File: src/rtl/riscv_defs.sv
// Shared RV32I definitions for the MEM stage: funct3 sizes,
// memory-mapped IO addresses and the MEM access FSM states.
package riscv_defs;

    localparam logic [2:0] F3_B  = 3'b000;
    localparam logic [2:0] F3_H  = 3'b001;
    localparam logic [2:0] F3_W  = 3'b010;
    localparam logic [2:0] F3_BU = 3'b100;
    localparam logic [2:0] F3_HU = 3'b101;

    localparam logic [31:0] IO_BASE  = 32'hFFFF_FC00;
    localparam logic [31:0] LED_ADDR = 32'hFFFF_FC60;
    localparam logic [31:0] SW_ADDR  = 32'hFFFF_FC70;
    localparam logic [31:0] SEG_ADDR = 32'hFFFF_FC80;

    typedef enum logic [1:0] {
        IDLE = 2'd0,
        WAIT = 2'd1,
        DONE = 2'd2
    } memState_t;

endpackage

File: src/rtl/mem_align.sv
// Combinational lane steering: store byte enables and replication,
// load byte/half extraction with sign/zero extension, alignment check.
module mem_align
    import riscv_defs::*;
(
    input  logic [2:0]  funct3,
    input  logic [1:0]  byteOff,
    input  logic [31:0] storeData,
    input  logic [31:0] loadWord,
    output logic [3:0]  byteEn,
    output logic [31:0] storeLanes,
    output logic [31:0] loadData,
    output logic        misaligned
);

    logic [31:0] shifted;
    logic        isByte;
    logic        isHalf;
    logic        unsignedLd;

    assign shifted    = loadWord >> {byteOff, 3'b000};
    assign isByte     = funct3[1:0] == F3_B[1:0];
    assign isHalf     = funct3[1:0] == F3_H[1:0];
    assign unsignedLd = funct3[2];

    always_comb begin
        byteEn     = 4'b0000;
        storeLanes = '0;
        loadData   = '0;
        misaligned = 1'b0;
        unique case (1'b1)
            isByte: begin
                byteEn     = 4'b0001 << byteOff;
                storeLanes = {4{storeData[7:0]}};
                loadData   = unsignedLd ? {24'b0, shifted[7:0]}
                                        : {{24{shifted[7]}}, shifted[7:0]};
            end
            isHalf: begin
                misaligned = byteOff[0];
                byteEn     = byteOff[1] ? 4'b1100 : 4'b0011;
                storeLanes = {2{storeData[15:0]}};
                loadData   = unsignedLd ? {16'b0, shifted[15:0]}
                                        : {{16{shifted[15]}}, shifted[15:0]};
            end
            default: begin
                misaligned = |byteOff;
                byteEn     = 4'b1111;
                storeLanes = storeData;
                loadData   = loadWord;
            end
        endcase
    end

endmodule

File: src/rtl/mem_stage.sv
// Pipeline MEM stage: RAM access over req/ack with timeout, IO decode,
// load alignment, and bubble insertion toward MEM_WB while stalled.
module mem_stage
    import riscv_defs::*;
#(
    parameter int MAX_WAIT = 16
) (
    input  logic        clk,
    input  logic        rst,
    input  logic        in_valid,
    input  logic        in_MemRead,
    input  logic        in_MemWrite,
    input  logic        in_MemtoReg,
    input  logic        in_RegWrite,
    input  logic [2:0]  in_funct3,
    input  logic [4:0]  in_rd_addr,
    input  logic [31:0] in_ALUResult,
    input  logic [31:0] in_store_data,
    output logic        dmem_req,
    output logic        dmem_we,
    output logic [29:0] dmem_addr,
    output logic [3:0]  dmem_be,
    output logic [31:0] dmem_wdata,
    input  logic        dmem_ack,
    input  logic [31:0] dmem_rdata,
    input  logic [15:0] io_sw,
    output logic        stall,
    output logic        MEM_MemtoReg,
    output logic        MEM_RegWrite,
    output logic        MEM_ioWrite,
    output logic        MEM_SegCtrl,
    output logic        MEM_LEDCtrl,
    output logic [4:0]  MEM_rd_addr,
    output logic [31:0] MEM_ALUResult,
    output logic [31:0] MEM_MemData,
    output logic        misalign_err,
    output logic        bus_err,
    output logic [31:0] err_addr
);

    localparam int CW = $clog2(MAX_WAIT + 1);
    localparam logic [CW-1:0] LAST = CW'(MAX_WAIT - 1);

    memState_t   state;
    logic [CW-1:0] waitCnt;
    logic [31:0] rdataQ;
    logic        busErrQ;

    logic [3:0]  byteEn;
    logic [31:0] storeLanes;
    logic [31:0] loadData;
    logic [31:0] loadWord;
    logic [31:0] ioWord;
    logic        misaligned;
    logic        isMem, isIo, idle, memOp;
    logic        ramOp, ioOp, misalignHit, present;
    logic        ledWr, segWr;

    mem_align uAlign (
        .funct3     (in_funct3),
        .byteOff    (in_ALUResult[1:0]),
        .storeData  (in_store_data),
        .loadWord   (loadWord),
        .byteEn     (byteEn),
        .storeLanes (storeLanes),
        .loadData   (loadData),
        .misaligned (misaligned)
    );

    assign isMem       = in_MemRead | in_MemWrite;
    assign isIo        = in_ALUResult >= IO_BASE;
    assign idle        = state == IDLE;
    assign memOp       = in_valid & isMem & ~misaligned;
    assign ramOp       = idle & memOp & ~isIo;
    assign ioOp        = idle & memOp & isIo;
    assign misalignHit = idle & in_valid & isMem & misaligned;

    assign ioWord   = (in_ALUResult == SW_ADDR) ? {16'b0, io_sw} : 32'b0;
    assign loadWord = (state == DONE) ? rdataQ : ioWord;

    // The instruction is only handed to MEM_WB on a non-stalled cycle.
    assign stall   = ramOp | (state == WAIT);
    assign present = in_valid & ~stall;

    assign ledWr = ioOp & in_MemWrite & (in_ALUResult == LED_ADDR);
    assign segWr = ioOp & in_MemWrite & (in_ALUResult == SEG_ADDR);

    assign MEM_RegWrite  = present & in_RegWrite & ~misalignHit
                         & ~((state == DONE) & busErrQ);
    assign MEM_MemtoReg  = present & in_MemtoReg;
    assign MEM_ioWrite   = ledWr | segWr;
    assign MEM_LEDCtrl   = ledWr;
    assign MEM_SegCtrl   = segWr;
    assign MEM_rd_addr   = in_rd_addr;
    assign MEM_ALUResult = in_ALUResult;
    assign MEM_MemData   = (present & in_MemRead & ~misalignHit)
                         ? loadData : 32'b0;
    assign misalign_err  = misalignHit;

    always_ff @(posedge clk or posedge rst) begin
        if (rst) begin
            state      <= IDLE;
            dmem_req   <= 1'b0;
            dmem_we    <= 1'b0;
            dmem_addr  <= '0;
            dmem_be    <= '0;
            dmem_wdata <= '0;
            waitCnt    <= '0;
            rdataQ     <= '0;
            busErrQ    <= 1'b0;
            bus_err    <= 1'b0;
            err_addr   <= '0;
        end else begin
            bus_err <= 1'b0;
            if (misalignHit) begin
                err_addr <= in_ALUResult;
            end
            unique case (state)
                IDLE: begin
                    if (ramOp) begin
                        dmem_req   <= 1'b1;
                        dmem_we    <= in_MemWrite;
                        dmem_addr  <= in_ALUResult[31:2];
                        dmem_be    <= byteEn;
                        dmem_wdata <= storeLanes;
                        waitCnt    <= '0;
                        busErrQ    <= 1'b0;
                        state      <= WAIT;
                    end
                end
                WAIT: begin
                    if (dmem_ack) begin
                        rdataQ   <= dmem_rdata;
                        dmem_req <= 1'b0;
                        waitCnt  <= '0;
                        state    <= DONE;
                    end else if (waitCnt == LAST) begin
                        bus_err  <= 1'b1;
                        err_addr <= in_ALUResult;
                        busErrQ  <= 1'b1;
                        dmem_req <= 1'b0;
                        waitCnt  <= '0;
                        state    <= DONE;
                    end else begin
                        waitCnt <= waitCnt + 1'b1;
                    end
                end
                DONE: begin
                    busErrQ <= 1'b0;
                    state   <= IDLE;
                end
                default: state <= IDLE;
            endcase
        end
    end

endmodule
File: config.mk
export PLATFORM = sky130hd
export DESIGN_NAME = mem_stage
export DESIGN_NICKNAME = d
export VERILOG_FILES = /design/src/rtl/riscv_defs.sv /design/src/rtl/mem_align.sv /design/src/rtl/mem_stage.sv
export SDC_FILE = /design/constraint.sdc
export NUM_CORES = 1
export LEC_CHECK = 0
export CORE_MARGIN = 5
export CORE_UTILIZATION = 47
export DETAILED_ROUTE_END_ITERATION = 12
export PLACE_DENSITY = 0.95
export SYNTH_ARGS = -nofsm -noshare
export SYNTH_HDL_FRONTEND = slang
export SYNTH_SLANG_ARGS = --single-unit
File: constraint.sdc
create_clock -name clk -period 13.3 [get_ports clk]
set_input_delay 1.995 -clock clk [delete_from_list [all_inputs] [get_ports clk]]
set_output_delay 1.995 -clock clk [all_outputs]
set_load 0.05 [all_outputs]
==> reports/qor.txt, run 1 <==
Rel. slew slack = 28.3%
Synth top area share = 47.2%
CTS Buffer Depth = 2
Max Slew Vio Count = 0
Nets = 1147
Crit path max-delay cell type = or4_1
Synth Cell Area = 0.00748 mm²
Global-route wire length before repair = 39000 µm
Yosys cell types = 51
FMAX = 0.119 GHz
Post-Synthesis Net Count = 915
Most frequent cell after synthesis = nand2_1
Hold path depth = 2
Largest net degree at the start of global routing = 94
Reg clk slew, reported paths = 0.06 ns
Max Cap Violations = 0
Final setup viols = 0
Post-CTS Hold Buffers = 0
Drt initial violations = 430
Vias in the first global route = 6982
CTS Sinks = 141
Ranking of synthesized cells by instance count = nand2_1 (196), dfrtp_1 (141), mux2_2 (48)
Leak = 4.64 nW
Syn Inst Count = 786
Post-cts resize count = 0
Sw frac = 42.0%
WP data arrival = 6.39 ns
Layout Skew = 0.00811 ns
Syn Area/Cell = 9.52 µm²
Antenna Nets Post-Route = 0
Num CTS Buffers = 17
Max incr delay on CP = 0.87 ns
WL per Instance = 20.1 µm
GP Congestion = 0.961
CTS tree = done
Cell-internal power = 1.17 mW
Clock root cell = clkbuf_16
CP Launch Type = input pin
Period utilization = 63.0%
DRT Pass-1 Iters = 5
Tmin final = 8.39 ns
Sequential element share of the synthesized area = 47.2%
Die height = 136 µm
Drt drc = 0
CORE AREA = 0.0158 mm²
WP data required = 11.31 ns
Remaining Overflow, GRT = 0
Port Buffers = 294
HPWL Detailed = 18200 µm
Critical path endpoint category = output pin
IO Count = 305
R2R cell count = 4
Initial antenna violation count = 0
Status = completed
Vias per cell = 5.45
H-tree level count = 4
Count of flip-flops with a built-in enable after synthesis = 0
Antenna diodes = 0
Seq pwr share = 32.6%
Initial Util = 47.4%
Psw = 0.847 mW
P per Cell Area = 185 mW/mm²
# fillers = 1189
Post-Route WL = 25100 µm
Later-pin clock latency in the skew report = 0.42 ns
Placed cell count = 1215
Overall Global Routing Usage = 27.2%
Max FO, Critical Path = 50
Vias = 6799
CP cell instances = clkdlybuf4s50_1 -> nand4_1 -> or4_1 -> o211a_2 -> or4_1 -> buf_4 -> a211oi_1 -> clkdlybuf4s50_1
Final Hold Fails = 0
Die area = 0.0185 mm²
Setup CP Type = in -> out
Synth top area cells = dfrtp_1 (47%), nand2_1 (9.8%), mux2_2 (7.2%)
Layout cells sized above 1 = 11.8%
Async S/R FF share, synth = 100%
Synthesis-to-layout area growth = 45.5%
Top_reg_cell synth = dfrtp_1
Unrepaired setup endpoints after global routing = false
Final non-filler cell total = 1247
Gate power share = 42.8%
Syn. warnings = 0
Rows = 46
Sum Neg Setup Slack = 0 ns
Post-CTS setup buffers = 0
Hold Path Class = reg -> reg
Worst-Margin Slew = 1.08 ns
Cell accounting for the most synthesized area = dfrtp_1
Yosys reg bits = 141
Die W = 136 µm
Clock network power share = 24.6%
Peak VDD IR = 158 µV
[cell usage in the layout (no fill, tap or decap), types with 12 or more instances in the layout]
cell,Yosys,routed
clkdlybuf4s50_1,0,293
nand2_1,196,196
mux2_1,16,16
a211oi_2,12,12
mux2_2,48,48
mux2i_1,31,31
nor2b_1,15,14
a21oi_1,47,47
o21ai_1,21,21
o21ai_0,16,16
clkbuf_16,0,17
dfrtp_1,141,141
nor2_1,42,41
[routing by layer]
metal | routed length [µm] | track usage, %
met1 | 9490 | 32.4
met3 | 2410 | 9.33
met5 | 0 | 0
met4 | 629 | 9.24
met2 | 12600 | 45.9
[logic make-up after synthesis]
kind of cell	count (synthesis)	synth area share [%]
buffers and inverters	101	7.26
and+or+nand+nor	305	18.1
AOI/OAI and AO/OA	143	13.5
adders and majority gates	1	0.167
muxes	95	13.8
DFF	141	47.2
[path summary, 6_finish.rpt]
| kind | startpoint | end | slack (ns) |
|---|---|---|---|
| worst max-delay path | in_ALUResult[25] | MEM_MemData[24] | 4.91 |
| worst min-delay path | dmem_wdata[12]$_DFFE_PP0P_ | dmem_wdata[12]$_DFFE_PP0P_ | 0.47 |
| worst max register to register | state[1]$_DFFE_PP0P_ | waitCnt[3]$_DFFE_PP0P_ | 10.47 |
| worst min register to register | dmem_wdata[12]$_DFFE_PP0P_ | dmem_wdata[12]$_DFFE_PP0P_ | 0.47 |
| max in group asynchronous | rst | rdataQ[10]$_DFFE_PP0P_ | 9.81 |
| min in group asynchronous | rst | dmem_wdata[21]$_DFFE_PP0P_ | 2.04 |
[stage by stage]
stage / utilization, % / hold slack [ns] / instance area (µm²) / total power, mW / setup slack, ns
global route: 69.0 / 0.499 / 10900 / 2.10 / 4.76
CTS: 69.0 / 0.478 / 10900 / 2.03 / 4.88
global placement: 65.1 / 0.458 / 10300 / 1.50 / 5.03
detailed placement: 65.1 / 0.462 / 10300 / 1.53 / 4.88
floorplan: - / 0.450 / 7480 / 1.21 / 6.43
finish: 69.0 / 0.475 / 10900 / 2.02 / 4.91
[state kept, by name, summed over array words and instances, names as in the netlist]
signal / count
bus_err: 1
busErrQ: 1
rdataQ: 32
dmem_wdata: 32
state: 2
dmem_we: 1
dmem_be: 4
dmem_addr: 30
dmem_req: 1
waitCnt: 5
err_addr: 32
[layout make-up]
cell class	count	area, µm²	share of cell area, %
Timing Repair Buffer	303	3010	27.6
Tap cell	216	270	2.48
Clock buffer	17	425	3.91
Clock inverter	15	186	1.71
Multi-Input combinational cell	544	3420	31.4
Inverter	11	46.3	0.425
Sequential cell	141	3530	32.4
[critical path, delay by kind of cell]
kind                   cells  cell delay (ns)
AO/OA/AOI/OAI              2             1.01
buffers and inverters      3             1.71
AND/OR/NAND/NOR            3             1.64
[power groups by stage]
stage          Combinational, mW  Clock, mW  Sequential (mW)
2_1_floorplan              0.242          0            0.965
3_3_place_gp               0.851          0            0.650
3_5_place_dp               0.864          0            0.661
4_1_cts                    0.867      0.502            0.655
5_1_grt                    0.905      0.521            0.675
6_report                   0.863      0.496            0.657
(Power assumes the default switching activity.)
==> run 2: changes to the inputs <==
--- a/config.mk
+++ b/config.mk
@@ -6,9 +6,9 @@
 export NUM_CORES = 1
 export LEC_CHECK = 0
 export CORE_MARGIN = 5
-export CORE_UTILIZATION = 47
+export CORE_UTILIZATION = 44
 export DETAILED_ROUTE_END_ITERATION = 12
-export PLACE_DENSITY = 0.95
+export PLACE_DENSITY = 0.92
 export SYNTH_ARGS = -nofsm -noshare
 export SYNTH_HDL_FRONTEND = slang
 export SYNTH_SLANG_ARGS = --single-unit
==> constraint.sdc (replaced) <==
create_clock -name clk -period 8.3 [get_ports clk]
set_input_delay 1.245 -clock clk [delete_from_list [all_inputs] [get_ports clk]]
set_output_delay 1.245 -clock clk [all_outputs]
set_load 0.05 [all_outputs]
==> run 2 against run 1 <==
Combinational power increased by 60%. Utilization decreased by 3.6 points. Sequential power increased by 60%. Sequential cell count unchanged. Count of clock-buffer cells in the layout increased by 2. Final area about the same. Via count decreased by 0.21%. Clock skew increased by 0.0030 ns. Register-to-register slack got worse by 5.1 ns. Setup slack got worse by 3.2 ns. Final cell count increased by 0.40%. Critical path depth increased by 1. Critical path type unchanged.
==> reports/qor.txt, run 2 (synthesis results as in run 1) <==
Tmin final = 6.62 ns
Num CTS Buffers = 17
Remaining Overflow, GRT = 0
Max Cap Violations = 0
Vias = 6785
CTS Buffer Depth = 2
Period utilization = 79.7%
HPWL Detailed = 17900 µm
Final setup viols = 0
Rows = 47
Design Power = 3.20 mW
Overall Global Routing Usage = 24.3%
Unrepaired setup endpoints after global routing = false
WP data arrival = 5.37 ns
Met2 WL = 12200 µm
P per Cell Area = 294 mW/mm²
Layout cells sized above 1 = 11.9%
Commonest non-fill, non-tap cell in the layout = clkdlybuf4s50_1
Largest net degree at the start of global routing = 94
Post-CTS Hold Buffers = 0
DRT Pass-1 Iters = 5
Vias in the first global route = 6906
Layout Skew = 0.0112 ns
WP data required = 7.05 ns
# fillers = 1304
Drt initial violations = 437
Final Hold Fails = 0
Setup WS pre-CTS = 1.71 ns
Status = completed
Post-CTS setup buffers = 0
Max Slew Vio Count = 0
Leak = 4.63 nW
Final core utilization = 65.4%
Worst-Margin Slew = 1.10 ns
Post-cts resize count = 0
Clock root cell = clkbuf_16
Reg clk slew, reported paths = 0.06 ns
Die height = 140 µm
H-tree level count = 4
Antenna Nets Post-Route = 0
Port Buffers = 294
Top routing layer in use = met5
Largest registers = dmem_wdata x32, err_addr x32, rdataQ x32
Initial antenna violation count = 1
PnR worst setup slack = 1.68 ns
Later-pin clock latency in the skew report = 0.42 ns
Critical path endpoint category = output pin
Nets = 1149
Peak VDD IR = 190 µV
Antenna diodes = 0
CORE AREA = 0.0166 mm²
Most frequent cells in the layout = clkdlybuf4s50_1 (293), nand2_1 (196), dfrtp_1 (141)
CTS tree = done
Die W = 140 µm
Die area = 0.0197 mm²
Vias per cell = 5.42
Met3 routed WL = 2360 µm
DRT met1 WL = 9330 µm
IO Count = 305
Initial Util = 45.0%
Synthesis-to-layout area growth = 45.4%
FMAX = 0.151 GHz
Rel. slew slack = 26.7%
Drt drc = 0
WL per Instance = 19.6 µm
Setup CP Type = in -> out
Post-Route WL = 24600 µm
Hold Path Class = reg -> reg
Global-route wire length before repair = 37900 µm
GP Congestion = 0.902
CTS Sinks = 141
Min Hold Slack = 0.479 ns
CP Launch Type = input pin
Sum Neg Setup Slack = 0 ns
Max FO, Critical Path = 50
==> run 2: changes by cell type in the layout (fill, tap and decap cells not counted), sizes merged <==
| cell | delta |
|---|---|
| buf | +2 |
| bufinv | -1 |
| clkbuf | +2 |
| clkinv | -2 |
| clkinvlp | +2 |
| inv | -2 |
==> run 2: layer usage <==
metal  GRT usage, %  vias to the layer above
li1               -                     3138
met1           29.3                     3263
met2           40.8                      337
met3           7.63                       45
met4           8.77                        2
met5              0                        -
==> run 2: report_power, final <==
part / switching, mW / total, mW / internal (mW)
Clock: 0.306 / 0.766 / 0.459
Sequential: 0.147 / 1.05 / 0.905
Combinational: 0.890 / 1.38 / 0.491
Total: 1.34 / 3.20 / 1.85
==> run 2: worst max-delay path, cell delays in order <==
cell	delay [ns]
clkdlybuf4s50_1	0.54
nand4_1	0.13
or4_1	0.56
buf_4	0.23
o211a_2	0.61
or4_1	0.62
buf_4	0.28
a221oi_2	0.26
clkdlybuf4s50_1	0.86
==> run 2: area by class of cell <==
cell class	instances	area [µm²]	share of cell area, %
Clock inverter	12	138	1.26
Timing Repair Buffer	305	3020	27.8
Clock buffer	19	453	4.16
Multi-Input combinational cell	544	3420	31.4
Tap cell	220	275	2.53
Inverter	11	46.3	0.425
Sequential cell	141	3530	32.4
==> run 2: metrics by stage <==
stage / std cells / area (µm²)
floorplan: 786 / 7480
global placement: 1221 / 10300
detailed placement: 1221 / 10300
CTS: 1252 / 10900
global route: 1252 / 10900
finish: 1252 / 10900
==> run 2: worst paths after layout <==
check / depth (start not counted) / startpoint / slack [ns] / endpoint
worst min-delay path: 2 / dmem_addr[4]$_DFFE_PP0P_ / 0.48 / dmem_addr[4]$_DFFE_PP0P_
min in group asynchronous: 2 / rst / 1.32 / dmem_wdata[5]$_DFFE_PP0P_
worst min register to register: 2 / dmem_addr[4]$_DFFE_PP0P_ / 0.48 / dmem_addr[4]$_DFFE_PP0P_
worst max-delay path: 9 / in_ALUResult[25] / 1.68 / MEM_MemData[23]
max in group asynchronous: 3 / rst / 5.58 / dmem_addr[7]$_DFFE_PP0P_
worst max register to register: 4 / state[1]$_DFFE_PP0P_ / 5.36 / waitCnt[3]$_DFFE_PP0P_
==> run 3: changes to the inputs <==
--- a/config.mk
+++ b/config.mk
@@ -6,9 +6,9 @@
 export NUM_CORES = 1
 export LEC_CHECK = 0
 export CORE_MARGIN = 5
-export CORE_UTILIZATION = 44
+export CORE_UTILIZATION = 40
 export DETAILED_ROUTE_END_ITERATION = 12
-export PLACE_DENSITY = 0.92
+export PLACE_DENSITY = 0.88
 export SYNTH_ARGS = -nofsm -noshare
 export SYNTH_HDL_FRONTEND = slang
 export SYNTH_SLANG_ARGS = --single-unit
==> constraint.sdc (replaced) <==
create_clock -name clk -period 5.9 [get_ports clk]
set_input_delay 0.885 -clock clk [delete_from_list [all_inputs] [get_ports clk]]
set_output_delay 0.885 -clock clk [all_outputs]
set_load 0.05 [all_outputs]
==> run 3 against run 2 <==
Critical endpoint is now MEM_MemData[25]. Clock skew is 0.00052 ns higher. Utilization down 4.4 points. Register-to-register slack got worse by 2.1 ns. First-iteration DRC count is 12% lower. Total power increased by 43%. Hold slack lost 0.0057 ns. Count of clock-buffer cells in the layout fell by 1. Final area up 4.0%. Final cell count rose by 1.7%.
==> reports/qor.txt, run 3 (synthesis results as in run 1) <==
Status = completed
WL per Instance = 20.0 µm
CP Launch Type = input pin
Setup CP Type = in -> out
Clock root cell = clkbuf_16
Rows = 50
Placed cell count = 1241
Max Cap Violations = 0
Most frequent cells in the layout = clkdlybuf4s50_1 (257), nand2_1 (196), dfrtp_1 (141)
Unrepaired setup endpoints after global routing = false
Global-route wire length before repair = 39400 µm
HPWL Detailed = 18900 µm
Later-pin clock latency in the skew report = 0.42 ns
Overall Global Routing Usage = 23.1%
Max incr delay on CP = 0.88 ns
Layout cells sized above 1 = 16.0%
Vias per cell = 5.32
Die W = 147 µm
Drt initial violations = 384
Num CTS Buffers = 17
Design Power = 4.59 mW
Final setup viols = 0
Layout Skew = 0.0117 ns
Die height = 147 µm
DRT Pass-1 Iters = 5
CTS tree = done
Vias in the first global route = 6945
Largest registers = dmem_wdata x32, err_addr x32, rdataQ x32
Port Buffers = 294
Max Slew Vio Count = 0
Antenna Nets Post-Route = 0
Post-CTS setup buffers = 0
Sum Neg Setup Slack = 0 ns
Initial antenna violation count = 0
Dpl cell area = 0.0107 mm²
IO Count = 305
Crit path max-delay cell type = or4_1
CTS Sinks = 141
Most frequent CP cell = or4_1
Nets = 1155
Setup WS pre-CTS = 0.770 ns
Vias = 6773
Max FO, Critical Path = 32
FMAX = 0.195 GHz
GP Congestion = 0.858
Reg clk slew, reported paths = 0.07 ns
Worst-Margin Slew = 1.04 ns
Hold Path Class = reg -> reg
Final Hold Fails = 0
Drt drc = 0
Largest net degree at the start of global routing = 97
Period utilization = 86.8%
WP data required = 5.02 ns
Remaining Overflow, GRT = 0
CP Buf/Inv Count = 3
Post-cts resize count = 0
Post-Route WL = 25500 µm
CP cell instances = clkdlybuf4s50_1 -> nand4_1 -> or4_1 -> o211a_2 -> or4_1 -> buf_4 -> a211oi_1 -> buf_12
Synthesis-to-layout area growth = 51.3%
Commonest non-fill, non-tap cell in the layout = clkdlybuf4s50_1
CTS Buffer Depth = 2
Final non-filler cell total = 1273
Tmin final = 5.12 ns
CORE AREA = 0.0186 mm²
P per Cell Area = 405 mW/mm²
Antenna diodes = 0
Rel. slew slack = 30.6%
H-tree level count = 4
Initial Util = 40.3%
Critical path endpoint category = output pin
WP data arrival = 4.24 ns
CP top delay family = simple AND/OR/NAND/NOR gates
Post-CTS Hold Buffers = 0
PnR worst setup slack = 0.778 ns
Peak VDD IR = 288 µV
Leak = 4.86 nW
Final Cell Area = 0.0113 mm²
Die area = 0.0215 mm²
# fillers = 1477
run 3: tightest hold or removal path, cell delays in order, from the launching register on:
cell and delay [ns]:
dfrtp_1 0.34, nand2_1 0.05, nand2_1 0.05
run 3: layout make-up:
| cell class | count | area [µm²] | area share [%] |
|---|---|---|---|
| inverters | 11 | 46.3 | 0.409 |
| clock inverters | 14 | 181 | 1.60 |
| flip-flops and latches | 141 | 3530 | 31.2 |
| multi-input cells | 544 | 3420 | 30.2 |
| well taps | 234 | 293 | 2.59 |
| repair buffers | 311 | 3410 | 30.2 |
| clock buffers | 18 | 439 | 3.88 |
run 3: per-layer routing:
metal	routed length [µm]	up-vias	track usage, %
met5	0	-	0
met4	574	0	7.06
met3	1970	37	6.69
met2	12900	270	39.8
met1	10000	3311	28.0
li1	-	3155	-
run 3: worst paths after layout:
| path | start | end | slack, ns | depth (start not counted) |
|---|---|---|---|---|
| setup / recovery | in_ALUResult[31] | MEM_MemData[25] | 0.78 | 8 |
| max in group asynchronous | rst | err_addr[16]$_DFF_PP0_ | 3.67 | 3 |
| setup reg to reg | state[0]$_DFFE_PP0P_ | err_addr[7]$_DFF_PP0_ | 3.28 | 5 |
| hold reg to reg | dmem_addr[16]$_DFFE_PP0P_ | dmem_addr[16]$_DFFE_PP0P_ | 0.47 | 2 |
| hold / removal | dmem_addr[16]$_DFFE_PP0P_ | dmem_addr[16]$_DFFE_PP0P_ | 0.47 | 2 |
| min in group asynchronous | rst | dmem_wdata[1]$_DFFE_PP0P_ | 1.03 | 2 |
run 3: power breakdown:
| part | switching [mW] | internal [mW] | leakage [nW] | total, mW |
|---|---|---|---|---|
| clock | 0.460 | 0.686 | 0.302 | 1.15 |
| sequential | 0.207 | 1.27 | 1.72 | 1.48 |
| combinational | 1.26 | 0.706 | 2.84 | 1.96 |
run 3: per-stage QoR:
| stage | utilization [%] | hold WS [ns] |
|---|---|---|
| global placement | 57.6 | 0.457 |
| finish | 60.9 | 0.473 |
| floorplan | - | 0.450 |
| detailed placement | 57.6 | 0.461 |
| CTS | 60.9 | 0.476 |
| global route | 60.9 | 0.501 |
